$ cat config.mk
export PLATFORM = sky130hd
export DESIGN_NAME = fetch_queue_flat
export DESIGN_NICKNAME = d
export VERILOG_FILES = /design/src/rtl/fetch_queue_pkg.sv /design/src/rtl/fetch_queue_if.sv /design/src/rtl/fq_fifo.sv /design/src/rtl/fetch_queue.sv /design/src/flat_wrapper.sv
export SDC_FILE = /design/constraint.sdc
export NUM_CORES = 1
export LEC_CHECK = 0
export ABC_CLOCK_PERIOD_IN_PS = 3100
export BUFFER_PORTS_ARGS = -buffer_cell sky130_fd_sc_hd__buf_2
export CAP_MARGIN = 20
export CORE_MARGIN = 2
export CORE_UTILIZATION = 50
export DETAILED_ROUTE_END_ITERATION = 12
export PLACE_DENSITY = 0.84
export SYNTH_ARGS = -nofsm -noshare
export SYNTH_HDL_FRONTEND = slang
export SYNTH_SLANG_ARGS = --single-unit
export TNS_END_PERCENT = 1
$ cat constraint.sdc
create_clock -name Clk -period 3.1 [get_ports Clk]
set_input_delay 0.93 -clock Clk [delete_from_list [all_inputs] [get_ports Clk]]
set_output_delay 0.93 -clock Clk [all_outputs]
set_load 0.02 [all_outputs]
$ cat src/rtl/fetch_queue_pkg.sv
`default_nettype none
// +----------------------------------------------------------------------+
// | fetch_queue_pkg : shared defaults and entry layout for fetch_queue   |
// | Revision: 1.0                                                        |
// +----------------------------------------------------------------------+
package fetch_queue_pkg;

   localparam int A_DEFAULT     = 10;
   localparam int W_DEFAULT     = 9;
   localparam int DEPTH_DEFAULT = 4;

   typedef struct packed {
      logic [W_DEFAULT-1:0] inst;
      logic [A_DEFAULT-1:0] pc;
   } entry_t;

   // Width able to hold the values 0..depth inclusive.
   function automatic int count_width(input int depth);
      return $clog2(depth + 1);
   endfunction

endpackage
`default_nettype wire

$ cat src/rtl/fetch_queue_if.sv
`default_nettype none
// +----------------------------------------------------------------------+
// | fetch_queue_if : PC / ROM / decode-side signals of the fetch queue   |
// | Revision: 1.0                                                        |
// +----------------------------------------------------------------------+
interface fetch_queue_if
   import fetch_queue_pkg::*;
#(
   parameter int A     = A_DEFAULT,
   parameter int W     = W_DEFAULT,
   parameter int DEPTH = DEPTH_DEFAULT
);
   localparam int CW = count_width(DEPTH);

   logic [A-1:0]  FetchAddr;
   logic          FetchEn;
   logic          Flush;
   logic [W-1:0]  RomData;
   logic          OutReady;
   logic [A-1:0]  RomAddr;
   logic          RomRd;
   logic          FetchHold;
   logic          OutValid;
   logic [W-1:0]  OutInst;
   logic [A-1:0]  OutPc;
   logic [CW-1:0] Count;

   modport master (
      input  FetchAddr, FetchEn, Flush, RomData, OutReady,
      output RomAddr, RomRd, FetchHold, OutValid, OutInst, OutPc, Count
   );

   modport slave (
      output FetchAddr, FetchEn, Flush, RomData, OutReady,
      input  RomAddr, RomRd, FetchHold, OutValid, OutInst, OutPc, Count
   );

endinterface
`default_nettype wire

$ cat src/rtl/fq_fifo.sv
`default_nettype none
// +----------------------------------------------------------------------+
// | fq_fifo : power-of-two FIFO with synchronous clear, unreset storage  |
// | Revision: 1.0                                                        |
// +----------------------------------------------------------------------+
module fq_fifo #(
   parameter int  DEPTH   = 4,
   parameter type ENTRY_T = fetch_queue_pkg::entry_t
) (
   input  wire logic                       clk,
   input  wire logic                       reset_n,
   input  wire logic                       clear,
   input  wire logic                       push,
   input  wire logic                       pop,
   input  wire ENTRY_T                     din,
   output      ENTRY_T                     dout,
   output      logic [$clog2(DEPTH+1)-1:0] count
);
   localparam int PW = $clog2(DEPTH);
   localparam int CW = $clog2(DEPTH + 1);

   ENTRY_T        mem [DEPTH];
   logic [PW-1:0] rd_ptr;
   logic [PW-1:0] wr_ptr;
   logic          do_pop;

   // Popping an empty FIFO is a no-op.
   assign do_pop = pop && (count != '0);

   always_ff @(posedge clk) begin
      if (!reset_n || clear) begin
         rd_ptr <= '0;
         wr_ptr <= '0;
         count  <= '0;
      end else begin
         if (push)   wr_ptr <= wr_ptr + PW'(1);
         if (do_pop) rd_ptr <= rd_ptr + PW'(1);
         if (push && !do_pop)      count <= count + CW'(1);
         else if (!push && do_pop) count <= count - CW'(1);
      end
   end

   always_ff @(posedge clk) begin
      if (reset_n && !clear && push) mem[wr_ptr] <= din;
   end

   assign dout = mem[rd_ptr];

   a_no_overflow : assert property (@(posedge clk) disable iff (!reset_n)
      !(push && !clear && count == CW'(DEPTH)));

endmodule
`default_nettype wire

$ cat src/rtl/fetch_queue.sv
`default_nettype none
// +----------------------------------------------------------------------+
// | fetch_queue : instruction prefetch buffer between PC, ROM and decode |
// | Revision: 1.0                                                        |
// +----------------------------------------------------------------------+
module fetch_queue
   import fetch_queue_pkg::*;
#(
   parameter int A     = A_DEFAULT,
   parameter int W     = W_DEFAULT,
   parameter int DEPTH = DEPTH_DEFAULT
) (
   input  wire logic        Clk,
   input  wire logic        Reset_n,
   fetch_queue_if.master    bus
);
   localparam int CW = count_width(DEPTH);

   typedef struct packed {
      logic [W-1:0] inst;
      logic [A-1:0] pc;
   } fq_entry_t;

   logic          in_flight;
   logic [A-1:0]  in_flight_pc;
   logic          issue;
   logic          push;
   logic          pop;
   logic [CW:0]   occupancy;
   logic [CW-1:0] count;
   fq_entry_t     push_entry;
   fq_entry_t     head;

   // Hold counts the in-flight read as occupied; a same-cycle pop gives no credit.
   assign occupancy     = {1'b0, count} + {{CW{1'b0}}, in_flight};
   assign bus.FetchHold = Reset_n && (occupancy == (CW+1)'(DEPTH));
   assign issue         = bus.FetchEn && !bus.FetchHold && !bus.Flush;
   assign bus.RomRd     = issue;
   assign bus.RomAddr   = bus.FetchAddr;

   assign bus.OutValid  = Reset_n && (count != '0);
   assign pop           = bus.OutValid && bus.OutReady;
   assign push          = in_flight && !bus.Flush;
   assign push_entry    = '{inst: bus.RomData, pc: in_flight_pc};

   always_ff @(posedge Clk) begin
      if (!Reset_n) in_flight <= 1'b0;
      else          in_flight <= issue;
   end

   always_ff @(posedge Clk) begin
      if (issue) in_flight_pc <= bus.FetchAddr;
   end

   fq_fifo #(
      .DEPTH   (DEPTH),
      .ENTRY_T (fq_entry_t)
   ) u_fifo (
      .clk     (Clk),
      .reset_n (Reset_n),
      .clear   (bus.Flush),
      .push    (push),
      .pop     (pop),
      .din     (push_entry),
      .dout    (head),
      .count   (count)
   );

   assign bus.OutInst = head.inst;
   assign bus.OutPc   = head.pc;
   assign bus.Count   = count;

endmodule
`default_nettype wire
$ cat src/flat_wrapper.sv
// flat-port wrapper written by rule: the top's interface ports become plain ports
module fetch_queue_flat import fetch_queue_pkg::*;
#(
   parameter int A     = A_DEFAULT,
   parameter int W     = W_DEFAULT,
   parameter int DEPTH = DEPTH_DEFAULT
)
  (Clk, Reset_n, bus_FetchAddr, bus_FetchEn, bus_Flush, bus_RomData, bus_OutReady, bus_RomAddr, bus_RomRd, bus_FetchHold, bus_OutValid, bus_OutInst, bus_OutPc, bus_Count);
  fetch_queue_if #(.A(A), .W(W), .DEPTH(DEPTH)) bus_i ();
  input  wire logic Clk;
  input  wire logic Reset_n;
  input wire logic [$bits(bus_i.FetchAddr)-1:0] bus_FetchAddr;
  input wire logic [$bits(bus_i.FetchEn)-1:0] bus_FetchEn;
  input wire logic [$bits(bus_i.Flush)-1:0] bus_Flush;
  input wire logic [$bits(bus_i.RomData)-1:0] bus_RomData;
  input wire logic [$bits(bus_i.OutReady)-1:0] bus_OutReady;
  output wire logic [$bits(bus_i.RomAddr)-1:0] bus_RomAddr;
  output wire logic [$bits(bus_i.RomRd)-1:0] bus_RomRd;
  output wire logic [$bits(bus_i.FetchHold)-1:0] bus_FetchHold;
  output wire logic [$bits(bus_i.OutValid)-1:0] bus_OutValid;
  output wire logic [$bits(bus_i.OutInst)-1:0] bus_OutInst;
  output wire logic [$bits(bus_i.OutPc)-1:0] bus_OutPc;
  output wire logic [$bits(bus_i.Count)-1:0] bus_Count;
  assign bus_i.FetchAddr = bus_FetchAddr;
  assign bus_i.FetchEn = bus_FetchEn;
  assign bus_i.Flush = bus_Flush;
  assign bus_i.RomData = bus_RomData;
  assign bus_i.OutReady = bus_OutReady;
  assign bus_RomAddr = bus_i.RomAddr;
  assign bus_RomRd = bus_i.RomRd;
  assign bus_FetchHold = bus_i.FetchHold;
  assign bus_OutValid = bus_i.OutValid;
  assign bus_OutInst = bus_i.OutInst;
  assign bus_OutPc = bus_i.OutPc;
  assign bus_Count = bus_i.Count;
  fetch_queue #(.A(A), .W(W), .DEPTH(DEPTH)) u_core (.Clk(Clk), .Reset_n(Reset_n), .bus(bus_i));
endmodule
==> results of run 1 <==
-- per-stage QoR --
| stage | hold WS [ns] | cells |
|---|---|---|
| final | 0.501 | 340 |
| after global routing | 0.523 | 340 |
| after CTS | 0.500 | 340 |
| after detailed placement | 0.477 | 324 |
| after global placement | 0.468 | 324 |
| after floorplan | 0.459 | 175 |
-- worst reg2reg max path, delay by kind of cell, from the launching register on --
| family | cells | cell delay, ns |
|---|---|---|
| adders and majority gates | 2 | 0.62 |
| DFF | 1 | 0.38 |
| and+or+nand+nor | 1 | 0.31 |
| buffers and inverters | 1 | 0.06 |
| xor gates and xnor gates | 1 | 0.16 |
| AOI/OAI and AO/OA | 2 | 0.51 |
-- cells in the final DEF, fill, tap and decap left out, types with 2 or more instances in the layout --
master and instances:
xor2_1 4, edfxtp_1 86, clkbuf_8 9, and3_1 5, buf_2 58, mux4_1 9
ha_1 7, a21oi_1 2, mux2i_1 2, inv_8 2, clkinv_4 3, o311ai_0 2
dfxtp_1 9, nor2_1 8, buf_4 7, inv_1 4, mux4_2 10
-- sequential cells by signal, indices dropped and copies added (netlist names), named ones only --
| signal | count |
|---|---|
| u_core.u_fifo.rd_ptr | 2 |
| u_core.in_flight | 1 |
| u_core.u_fifo.mem | 76 |
| u_core.in_flight_pc | 10 |
| u_core.u_fifo.count | 3 |
| u_core.u_fifo.wr_ptr | 2 |
-- routing by layer --
metal  global-route usage (%)  vias up  part of all wire, %
met4                     5.00        0                 0.58
met1                     18.6      871                   42
met3                     3.94        2                  4.9
met2                     26.1       52                   52
li1                         -      824                    -
met5                        0        -                    0
-- Yosys cell counts (all sizes together), types with 2 or more instances --
| cell type | number | area (µm²) |
|---|---|---|
| dfxtp | 10 | 200 |
| mux4 | 19 | 462 |
| and3 | 5 | 31.3 |
| buf | 14 | 116 |
| ha | 7 | 87.6 |
| mux2i | 2 | 20.0 |
| nor2 | 8 | 30.0 |
| edfxtp | 86 | 2580 |
| inv | 4 | 15.0 |
| a21oi | 2 | 10.0 |
| xor2 | 4 | 35.0 |
| o311ai | 2 | 17.5 |
-- worst paths after layout --
path	endpoint	cells after the start
setup / recovery	bus_RomRd	6
hold / removal	u_core.u_fifo.mem[0][5]	0
setup reg to reg	u_core.u_fifo.count[2]	7
hold reg to reg	u_core.u_fifo.mem[0][5]	0
-- layout make-up --
class	instances	share of cell area [%]
Multi-Input combinational cell	60	18.8
Inverter	4	0.350
Timing Repair Buffer	65	8.00
Clock buffer	9	2.89
Clock inverter	7	2.04
Sequential cell	96	65.0
Tap cell	99	2.89
-- logic make-up (layout without fill, tap and decap cells) --
group           after synthesis  after routing  synth area share (%)
fa+ha+maj                     8              8                  2.90
mux                          22             22                  13.3
xor+xnor                      5              5                  1.18
buf+inv                      19             85                  3.64
flops                        96             96                  75.1
simple gates                 16             16                  2.16
compound gates                9              9                  1.76
-- where the power goes --
group | leakage (nW) | internal (mW) | switching, mW
registers | 0.859 | 1.42 | 0.00881
clock network | 0.108 | 0.391 | 0.433
logic | 0.566 | 0.0338 | 0.0515
==> run summary, run 1 <==
The flow ran to the end, and the final reports show no timing, DRC or antenna violations. Across the VDD grid, the largest voltage drop is 0.269 mV. In this run the critical register-to-register path is launched from u_core.u_fifo.count[2].

STA classifies the critical path endpoint as an output pin. For this design, the slowest cell found on the critical path is dfxtp_2. The count of nets left with antenna violations once routing finished came out at 0. The chip width is 90.1 µm, and the overall power is 2.33 mW.

The tools report the via count of the first global-routing pass as 1,781. Of the cells placed in the final design, the portion with a size suffix greater than 1 is 39.0%. The critical path is of the register to output pin type. In this run the worst hold path is classified as register to register.

In the global route stage, overall resource usage came out at 15.1%. The I/O pin count is 59, and the number of nets at the end of the flow is 268. The total wirelength of the detailed-routed design was 5.83 mm; the total CTS buffers was 9.

The height of the chip works out to 90.1 µm. TritonCTS built the clock tree. The count of flip-flops with a built-in enable after synthesis was 86; the final non-filler cell area was 4280 µm². For the final-layout fill cell count, the log shows 562. Summing every instance area after synthesis gives 3710 µm². For the pre-CTS setup slack, the log shows 0.294 ns. For the number of setup buffers added after CTS, the log shows 0.

For the synthesized netlist cell count, the log shows 175. After detailed routing, the average wire length per cell comes to 17.1 µm. During synthesis, Yosys emitted a total of 0 warnings. Counting flops with an async set or reset pin after synthesis yields a share of 0%.

Final critical-path share of the clock period: 96.6%. In the routed layout, each cell is associated on average with a via count of 5.14. The congestion estimate from routability-driven global placement came to 0.742.

For the number of detailed-route iterations in the first pass, the log shows 4. Derived from the worst setup path, the maximum achievable clock frequency is 334 MHz. Data on the critical path arrives at its endpoint at 2.06 ns. The most critical setup path has its startpoint at u_core.u_fifo.count[0]. The area enclosed by the die boundary is 8120 µm², and the minimum setup slack in the final design is 0.107 ns. Among the stages of the critical path, the cell type that occurs most often is ha_1. The total congestion overflow after global routing is 0, and the shortest clock period the worst path allows after layout is 2.99 ns. The buffering stage count on the worst path with inverters included works out to 1. At the pin with the least slew margin, the transition time is 0.487 ns. In this run the worst path has a maximum fanout of 8.

In the final layout, flip-flops and latches occupy 2780 µm². The final route contains 1,749 vias. The max-capacitance violation count was 0; the worst max-slew margin expressed relative to the limit was 67.1%. In this run the power density over the cells is 545 nW/µm². In this run the number of H-tree levels came out at 3.

For the pin count of the biggest net entering global routing, the log shows 20. In this design, the stage delay of the slowest critical-path cell is 0.43 ns. The critical path goes through ha_1 > ha_1 > a21oi_1 > mux2_2 > a311oi_4 > buf_2. From synthesis to final layout, the design area changed by 15.6%.

Number of core rows: 31. For the final database, setup skew stands at 0.00814 ns. Share of the core filled with cells in the final layout: 59.4%. The tools report the startpoint kind of the worst setup timing path as a register. The tools report the final HPWL from detailed placement as 3.76 mm. For the starting density of the core, the log shows 51.4%. For the area of the multi-input gates, the log shows 807 µm². Setup total negative slack on the finished layout was measured at 0 ns. The synthesized net count was 207; the clock-pin slew on the worst setup and hold paths was 0.09 ns. The distinct cell type count of the synthesized netlist is 28. Number of setup violations in the final report: 0. Counting every sink on the clock net gives 96. The analysis attributes to cell leakage a power of 1.53 nW. Number of hold violations in the final report: 0.

In this run the deepest clock path goes through 2 buffers. Post-CTS repair changed the size of 2 cells. For the worst-skew pair, the clock arrives at the later sink with an insertion delay of 0.35 ns.

In this run, the number of DRC markers left after iteration 0 of detailed routing was 88. The worst hold path startpoint was u_core.in_flight_pc[5]. Averaged over all synthesized cells, the footprint is 21.2 µm². The logs give 0 for the final-report max-slew violation count and 0 for the number of antenna repair diodes.

The first global-routing pass estimated 9.12 mm of wire. The data required time at the worst endpoint is 2.17 ns. The tools report the setup slack of the worst register-to-register path as 1.00 ns. The number of antenna violations at the first check in global routing was 0. Sequential cells were found to cover 75.1% of the synthesized design area. The run gives 4060 µm² as the cell area after placement.

After synthesis the netlist holds a flip-flop and latch count of 96. Broken down by cell family, the worst path's largest delay share belongs to flip-flops. The region available for standard cell placement spans 7210 µm². After clock tree synthesis, the flow added hold-fix buffers numbering 0. Setup repair after global routing left no endpoint under its margin. In the synthesized netlist the dominant register cell turns out to be edfxtp_1. For the remaining routing DRC violations, the log shows 0. CTS placed an instance of clkbuf_8 at the clock tree root. Buffers placed on the I/O ports in this run total 58.
(Power assumes the default switching activity.)
==> run 2, diff against run 1 <==
--- a/config.mk
+++ b/config.mk
@@ -8,7 +8,6 @@
 export ABC_CLOCK_PERIOD_IN_PS = 3100
 export BUFFER_PORTS_ARGS = -buffer_cell sky130_fd_sc_hd__buf_2
 export CAP_MARGIN = 20
-export CORE_MARGIN = 2
 export CORE_UTILIZATION = 50
 export DETAILED_ROUTE_END_ITERATION = 12
 export PLACE_DENSITY = 0.84
==> constraint.sdc (replaced) <==
create_clock -name Clk -period 3.1 [get_ports Clk]
set_input_delay 0.93 -clock Clk [delete_from_list [all_inputs] [get_ports Clk]]
set_output_delay 0.93 -clock Clk [all_outputs]
set_load 0.1 [all_outputs]
==> run 2 against run 1 <==
Sequential power about the same; largest power group unchanged; wire length down 3.4%; total power increased by 3.0%; worst setup slack improved by 0.035 ns.
==> run summary, run 2 (same netlist as run 1, synthesis figures left out) <==
The flow ran to the end, and the final reports show no timing, DRC or antenna violations. Of the total power, the clock network draws 33.8%. In the final layout, flip-flops and latches occupy 2790 µm². CTS built an H-tree with a depth of 3. The chip width works out to 88.1 µm. The number of detailed-route iterations in the first pass came out at 4. The longest clock path from root to sink contains 2 buffers. Average wire per cell in the routed design: 16.6 µm.

Setup repair after global routing left no endpoint under its margin. u_core.u_fifo.mem holds more flip-flops than any other register. Along the worst path, the maximum fanout reaches 4. In this run, post-CTS repair resized a total of 0 instances. Data on the critical path is required at its endpoint by 2.17 ns. The logs give 7210 µm² for the core footprint and 80 for the number of DRC markers after the initial detailed-route iteration. The logs give 0 for the number of hold violations in the final report and 59 for the I/O pin count.

For the number of antenna repair diodes, the log shows 0. The floorplan has 31 rows. Summing over every cut layer, the via total after detailed routing is 1,719.

The worst setup path is captured at an output pin. The register with the most flip-flops in the layout has 76 of them. The power share of the sequential group came out at 59.3%.

The run gives 0 as the total congestion overflow after global routing. The signal on the critical path passes through ha_4 > ha_4 > nor2_1 > and3_1 > buf_2. In the layout the commonest cells are edfxtp_1, buf_2, mux4_2, mux4_1, clkbuf_8.

The sum of negative setup slack was 0 ns. Setup violations remaining at the end of the flow were counted as 0. Summing all multi-input logic gate instances after layout gives 836 µm². For this run, the top clock speed supported by timing is 338 MHz. The clock arrives with 0.0100 ns of skew. Number of nets at the end of the flow: 268. The share of layout cells above drive strength 1 is 40.7%. TritonCTS built the clock tree. The logs give 5.63 mm for the total wirelength of the detailed-routed design and 547 for the final-layout fill cell count. In this run the static leakage power is 1.52 nW. The tool flagged a number of max-cap violations equal to 0. The tree is rooted in a clkbuf_8. The startpoint kind of the worst setup timing path is a register. For this run, design rule violations remaining after detail routing come to 0.

Once layout is done, the placed cells without fillers occupy 4330 µm². For this run, the number of standard cells in the final layout without fillers is 340. In this run, CTS created clock tree buffers numbering 9. At the end of routability-driven placement, the weighted congestion stood at 0.697. The largest individual stage delay along the critical path comes from the cell dfxtp_1.

Power spread over the standard cell area amounts to 555 nW/µm². For this design, the CTS-stage hold fixing added 0 buffers. The worst max-slew margin expressed relative to the limit is 66.6%.

In the final layout, the registers with the most flip-flops are u_core.u_fifo.mem: 76 flops, u_core.in_flight_pc: 10 flops, u_core.u_fifo.count: 3 flops. The switching power is 571 µW, and the via count of the first global-routing pass is 1,660. The clock-pin slew on the worst setup and hold paths was 0.10 ns; the number of setup buffers added after CTS was 0. The run gives 1.83 mW as the internal power. For the final-report max-slew violation count, the log shows 0. Type of the worst setup path: register to output pin.

The run gives 2.40 mW as the overall power. Entering global routing, the biggest net connects 20 pins. The height of the chip is 88.1 µm.

Counting I/O delays and the setup requirement, the final critical path takes 2.96 ns. The most common cell after layout, fill and taps aside was edfxtp_1. The slew at the pin closest to its max-slew limit is 0.505 ns. The min-delay analysis places its worst path in the category register to register. The tools report the pre-CTS setup slack as 0.407 ns. The first global-routing pass estimated 8.41 mm of wire. The initial utilization of the core area, before any placement, comes to 51.4%. For this run, the slowest stage of the critical path takes 0.45 ns. Clock tree synthesis found a total of 96 sinks. The share of total power dissipated in combinational logic is 6.9%. Overall track demand over capacity in global routing: 15.5%. After layout, the worst setup slack is 0.142 ns. The area enclosed by the die boundary is 7760 µm², and the final HPWL from detailed placement is 3.63 mm. Counting stages on the worst path, the most repeated cell is ha_4. VDD sags by at most 0.336 mV.

The cell area after placement was 4120 µm². From synthesis to final layout, the design area changed by 16.7%. Clock latency on the worst-skew pair, taken at its later pin, is 0.36 ns. The total of buffers placed on input and output ports is 58. The antenna violation net count after detailed routing was 0; the detailed-route vias per instance was 5.06. The final critical-path share of the clock period is 95.4%, and the total placed cells including tap cells is 324. The number of antenna violations at the first check in global routing was 0; the arrival time of data at the critical path endpoint was 2.03 ns. The switching share of power works out to 23.8%.
[run 2: cell types whose count changed in the layout (fill, tap and decap cells not counted), sizes merged]
| cell | before | now |
|---|---|---|
| clkinv | 3 | 2 |
| clkinvlp | 0 | 2 |
| inv | 7 | 6 |
[run 2: critical path: cells and delay by family (launching register included)]
kind	cells	cell delay [ns]
flops	1	0.45
fa+ha+maj	2	0.36
simple gates	2	0.45
buf+inv	1	0.42
[run 2: layer usage]
metal / up-vias / share of wire [%] / track usage, %
li1: 826 / - / -
met1: 840 / 41 / 18.5
met2: 39 / 52 / 26.1
met3: 14 / 3.4 / 3.68
met4: 0 / 3.0 / 8.80
met5: - / 0 / 0
[run 2: power by group through the flow]
stage	Sequential (mW)	Clock, mW	Combinational [mW]
after CTS	1.42	0.830	0.169
after global placement	1.45	0	0.165
final	1.42	0.812	0.167
after global routing	1.43	0.883	0.175
after floorplan	1.46	0	0.129
after detailed placement	1.45	0	0.169
[run 2: area by class of cell]
class / count / area share, %
timing repair buffer: 65 / 8.27
tap: 99 / 2.86
multi-input combinational: 60 / 19.3
clock inverter: 7 / 1.85
inverter: 4 / 0.347
sequential: 96 / 64.5
clock buffer: 9 / 2.86
[run 2: stage by stage]
| stage | hold WS [ns] | utilization, % |
|---|---|---|
| floorplan | 0.459 | - |
| detailed placement | 0.487 | 57.2 |
| global placement | 0.467 | 57.2 |
| CTS | 0.505 | 60.0 |
| finish | 0.504 | 60.0 |
| global route | 0.509 | 60.0 |
[run 2: worst paths after layout]
path	from	to	slack, ns	cells after the start
setup / recovery	u_core.in_flight	bus_FetchHold	0.14	5
hold / removal	u_core.in_flight_pc[3]	u_core.u_fifo.mem[2][3]	0.50	0
setup reg to reg	u_core.in_flight	u_core.u_fifo.count[2]	0.98	7
hold reg to reg	u_core.in_flight_pc[3]	u_core.u_fifo.mem[2][3]	0.50	0
